### config.mk
export PLATFORM = sky130hd
export DESIGN_NAME = axis_i2s2_gain
export DESIGN_NICKNAME = d
export VERILOG_FILES = /design/src/rtl/axis_i2s2_gain.sv
export SDC_FILE = /design/constraint.sdc
export NUM_CORES = 2
export LEC_CHECK = 0
export ABC_AREA = 1
export BUFFER_PORTS_ARGS = -buffer_cell sky130_fd_sc_hd__buf_2
export CAP_MARGIN = 25
export CELL_PAD_IN_SITES_DETAIL_PLACEMENT = 0
export CELL_PAD_IN_SITES_GLOBAL_PLACEMENT = 1
export CORE_MARGIN = 5
export CORE_UTILIZATION = 30
export CTS_CLUSTER_DIAMETER = 60
export DETAILED_ROUTE_END_ITERATION = 10
export PLACE_DENSITY_LB_ADDON = 0.1
export SLEW_MARGIN = 20
export SYNTH_ARGS = -nofsm -noshare
export SYNTH_HDL_FRONTEND = slang
export SYNTH_SLANG_ARGS = --single-unit
### constraint.sdc
create_clock -name axis_clk -period 7.14 [get_ports axis_clk]
set_clock_uncertainty 0.15 [all_clocks]
set_input_delay 1.071 -clock axis_clk [delete_from_list [all_inputs] [get_ports axis_clk]]
set_output_delay 1.071 -clock axis_clk [all_outputs]
set_load 0.02 [all_outputs]
### src/rtl/axis_i2s2_gain.sv
// Stereo AXI-Stream gain stage: per-channel ramped gain, soft mute, saturation with sticky clip flags.
// Latency 2 cycles from last input handshake to output valid; input is refused while output is held.
module axis_i2s2_gain #(
  parameter int GAIN_W    = 16,
  parameter int RAMP_STEP = 'h0400
) (
  input  logic              axis_clk,
  input  logic              axis_resetn,
  input  logic [31:0]       s_axis_data,
  input  logic              s_axis_valid,
  output logic              s_axis_ready,
  input  logic              s_axis_last,
  output logic [31:0]       m_axis_data,
  output logic              m_axis_valid,
  input  logic              m_axis_ready,
  output logic              m_axis_last,
  input  logic [GAIN_W-1:0] gain_l,
  input  logic [GAIN_W-1:0] gain_r,
  input  logic              mute,
  output logic              clip_l,
  output logic              clip_r,
  input  logic              clip_clr
);

  localparam int PW = 24 + GAIN_W + 1;
  localparam logic [GAIN_W-1:0] STEP = GAIN_W'(RAMP_STEP);
  localparam logic signed [PW-1:0] MAXV = PW'(8388607);
  localparam logic signed [PW-1:0] MINV = -PW'(8388608);

  typedef enum logic [2:0] {RX_L, RX_R, CALC, TX_L, TX_R} state_t;

  state_t            r_state, w_nxt;
  logic              r_s_rdy, r_m_vld, r_m_last;
  logic [31:0]       r_m_dat;
  logic [23:0]       r_in_l, r_in_r, r_hold_r;
  logic [GAIN_W-1:0] r_cur_l, r_cur_r;
  logic              r_clip_l, r_clip_r;
  logic              w_hs_in, w_unused;

  assign w_hs_in  = s_axis_valid & r_s_rdy;
  assign w_unused = ^s_axis_data[31:24];

  assign s_axis_ready = r_s_rdy;
  assign m_axis_valid = r_m_vld;
  assign m_axis_last  = r_m_last;
  assign m_axis_data  = r_m_dat;
  assign clip_l       = r_clip_l;
  assign clip_r       = r_clip_r;

  always_comb begin
    w_nxt = r_state;
    case (r_state)
      RX_L: if (w_hs_in && !s_axis_last) w_nxt = RX_R;
      RX_R: if (w_hs_in && s_axis_last) w_nxt = CALC;
      CALC: w_nxt = TX_L;
      TX_L: if (m_axis_ready) w_nxt = TX_R;
      TX_R: if (m_axis_ready) w_nxt = RX_L;
      default: w_nxt = RX_L;
    endcase
  end

  always_ff @(posedge axis_clk or negedge axis_resetn) begin
    if (!axis_resetn) begin
      r_state  <= RX_L;
      r_s_rdy  <= 1'b0;
      r_m_vld  <= 1'b0;
      r_m_last <= 1'b0;
    end else begin
      r_state  <= w_nxt;
      r_s_rdy  <= (w_nxt == RX_L) || (w_nxt == RX_R);
      r_m_vld  <= (w_nxt == TX_L) || (w_nxt == TX_R);
      r_m_last <= (w_nxt == TX_R);
    end
  end

  // Products use the gain applied before this packet's ramp update.
  logic signed [PW-1:0] w_p_l, w_p_r, w_s_l, w_s_r;
  logic                 w_hi_l, w_lo_l, w_hi_r, w_lo_r;
  logic [23:0]          w_o_l, w_o_r;

  assign w_p_l = $signed({{(GAIN_W+1){r_in_l[23]}}, r_in_l}) * $signed({{(PW-GAIN_W){1'b0}}, r_cur_l});
  assign w_p_r = $signed({{(GAIN_W+1){r_in_r[23]}}, r_in_r}) * $signed({{(PW-GAIN_W){1'b0}}, r_cur_r});
  assign w_s_l = w_p_l >>> (GAIN_W - 2);
  assign w_s_r = w_p_r >>> (GAIN_W - 2);
  assign w_hi_l = w_s_l > MAXV;
  assign w_lo_l = w_s_l < MINV;
  assign w_hi_r = w_s_r > MAXV;
  assign w_lo_r = w_s_r < MINV;
  assign w_o_l = w_hi_l ? 24'h7FFFFF : (w_lo_l ? 24'h800000 : w_s_l[23:0]);
  assign w_o_r = w_hi_r ? 24'h7FFFFF : (w_lo_r ? 24'h800000 : w_s_r[23:0]);

  function automatic logic [GAIN_W-1:0] ramp(input logic [GAIN_W-1:0] cur,
                                             input logic [GAIN_W-1:0] tgt);
    logic [GAIN_W-1:0] res;
    if (tgt >= cur) res = ((tgt - cur) <= STEP) ? tgt : cur + STEP;
    else            res = ((cur - tgt) <= STEP) ? tgt : cur - STEP;
    return res;
  endfunction

  always_ff @(posedge axis_clk or negedge axis_resetn) begin
    if (!axis_resetn) begin
      r_in_l   <= '0;
      r_in_r   <= '0;
      r_hold_r <= '0;
      r_m_dat  <= '0;
      r_cur_l  <= '0;
      r_cur_r  <= '0;
    end else begin
      if (r_state == RX_L && w_hs_in && !s_axis_last) r_in_l <= s_axis_data[23:0];
      if (r_state == RX_R && w_hs_in) begin
        if (s_axis_last) r_in_r <= s_axis_data[23:0];
        else             r_in_l <= s_axis_data[23:0];
      end
      if (r_state == CALC) begin
        r_m_dat  <= {8'h00, w_o_l};
        r_hold_r <= w_o_r;
        r_cur_l  <= ramp(r_cur_l, mute ? '0 : gain_l);
        r_cur_r  <= ramp(r_cur_r, mute ? '0 : gain_r);
      end
      if (r_state == TX_L && m_axis_ready) r_m_dat <= {8'h00, r_hold_r};
    end
  end

  // A saturation event in the same cycle as a clear keeps the flag set.
  always_ff @(posedge axis_clk or negedge axis_resetn) begin
    if (!axis_resetn) begin
      r_clip_l <= 1'b0;
      r_clip_r <= 1'b0;
    end else begin
      if (r_state == CALC && (w_hi_l || w_lo_l)) r_clip_l <= 1'b1;
      else if (clip_clr)                         r_clip_l <= 1'b0;
      if (r_state == CALC && (w_hi_r || w_lo_r)) r_clip_r <= 1'b1;
      else if (clip_clr)                         r_clip_r <= 1'b0;
    end
  end

endmodule

==> run metrics <==
clk root buf=clkbuf_16; fin worst setup slack=0.380 ns; met3 usage=0.0174; Seq/Total Area, Yosys=0.0851; clk sinks=136; Routed Antenna Nets=0; drt wl/cell=17.3 um; Crit path max-delay family=adder cells; post-synth top area cell=fa_1; TritonCTS buffer count=17; total core area=0.133 mm^2; Setup TNS=0 ns; Die Y=375 um; via/cell ratio=4.41; global-route wire length before repair=209000 um; Clock Tree Buf Depth=2; Synth area leaders=fa_1 (38%), nand2_1 (17%), inv_1 (14%); Pre-antenna DRT Iters=5; synth-to-layout area growth=9.83%; Startpoint Class=register; pre-CTS setup slack=0.210 ns; crit share post-route=0.947; WL final=129000 um; Starting DRT DRC Count=1549; GP Congestion=0.816; worst setup path class=reg2reg; grt ovf=0; reg2reg path depth=29; nets@finish=6763; I/O pin cnt=108; CP Data Arrival Time=7.01 ns; post-synth top area share=0.376; Syn. warnings=0; die width=375 um; Cells after Synth=5620; relative max-transition margin=0.345; RSZ-0062 raised after global routing=no; crit-path max FO=24; number of fillers in the final layout=14.6k; hold buffer count at cts=0; busiest grt layer=met2; Slew Limit Fails=0; Yosys cell types=42; routing usage on met2=0.341; HP Class=in2async; Final Hold Fails=0; Worst-Margin Slew=0.983 ns; H-Tree Depth=4; n_diodes=0; number of global-route vias before repair=35.7k; post-synth design cell area=0.0400 mm^2; antenna violations before repair=5; clk_lat worst skew=0.51 ns; Max Cap Viol=0; Critical Path Most Common Cell=nand2_1; DIE AREA=0.141 mm^2; reg2reg end=clip_r$_DFFE_PN0P_; RR Startpoint=r_cur_r[3]$_DFFE_PN0P_; CTS clk-pin slew, worst paths=0.07 ns; Final Core Density=0.330; DR vias=32.9k; FF+latch count, synth=136; row count=134; share of cells above drive strength 1=0.0648; DRC viols=0; M1 GR Usage=0.255; Bufs and invs on worst path=7; Initial Util=0.301; CTS tree=done; status=complete, no violations; IO Port Bufs=91; Tot GR Track Use=0.191; Avg Inst Size Synth=7.11 um^2; most common cell after layout, fill and taps aside=nand2_1; Final HPWL DP=111000 um; final setup vio count=0; Worst path slowest cell=dfrtp_1; Req. time, crit path=7.39 ns; crit path capture type=register; Worst R2R Setup Slack=0.38 ns; crit-path max cell delay=0.57 ns; largest net degree at the start of global routing=126; Final Critical Period=6.76 ns; commonest non-fill, non-tap cells in the layout=nand2_1 (1843), inv_1 (1517), fa_1 (748), ha_1 (264), nor2_1 (215); fmax=148 MHz
-- stage by stage --
step	hold WS, ns	cell area [um^2]	cells
6_report	0.238	43900	7459
4_1_cts	0.175	43900	7457
3_5_place_dp	0.313	43300	7425
2_1_floorplan	0.300	40000	5627
5_1_grt	0.204	43900	7459
3_3_place_gp	0.315	43300	7425
-- how the worst max path moves through the flow --
stage,start,to,cells past startpoint
floorplan,r_cur_l[3]$_DFFE_PN0P_,m_axis_data[10]$_DFFE_PN0P_,27
global placement,r_cur_l[5]$_DFFE_PN0P_,m_axis_data[17]$_DFFE_PN0P_,27
detailed placement,register,m_axis_data[14]$_DFFE_PN0P_,26
CTS,register,m_axis_data[14]$_DFFE_PN0P_,25
global route,r_cur_r[3]$_DFFE_PN0P_,r_hold_r[5]$_DFFE_PN0P_,30
finish,r_cur_r[3]$_DFFE_PN0P_,clip_r$_DFFE_PN0P_,29
-- cell usage after synthesis, drive strengths merged --
master	number
a21o	9
o21a	3
a21oi	121
nor4	4
and2	3
conb	1
o21ai	86
nand4	52
inv	1524
dfrtp	136
and3	4
o211ai	3
nor3	27
nand3b	9
xor2	48
fa	750
nand3	205
or2	3
nor2	230
a31oi	3
nand2	1846
ha	264
clkbuf	212
o21bai	25
buf	29
xnor2	19
mux2	4
-- worst register-to-register path: cells and delay by family (launching register included) --
kind	cells	cell delay [ns]
adders and majority gates	7	3.44
DFF	1	0.57
buffers and inverters	7	0.93
and+or+nand+nor	15	1.55
-- layer usage --
layer,vias to the layer above,part of all wire
met3,70,0.025
li1,16150,-
met4,0,0.013
met1,16273,0.46
met5,-,0
met2,371,0.50
-- layout make-up --
class                      instances  area [um^2]  share of cell area
sequential                       136         3420              0.0778
clock buffer                      17          425             0.00969
tap                             1768         2210              0.0504
clock inverter                    15          148             0.00336
timing repair buffer             273         2040              0.0465
inverter                        1524         5720               0.130
multi-input combinational       3726        29900               0.682
-- timing repair --
item | CTS | global route
endpoints found under the setup margin | 0 | 48
resized for setup | 0 | 16
buffers inserted | 0 | 2
-- kinds of logic (layout without fill, tap and decap cells) --
kind of cell,count (synthesis),count (layout),share of synthesized area
buffers and inverters,1765,1829,0.167
XOR/XNOR,67,67,0.0149
other,1,8,0.0000938
adder cells (fa/ha/maj),1014,1014,0.458
AND/OR/NAND/NOR,2383,2383,0.238
AO/OA/AOI/OAI,250,250,0.0349
flip-flops,136,136,0.0851
multiplexers,4,4,0.00113
Power is not shown: default switching activity piles up to over one toggle a cycle in this logic, so the estimate is an artifact.
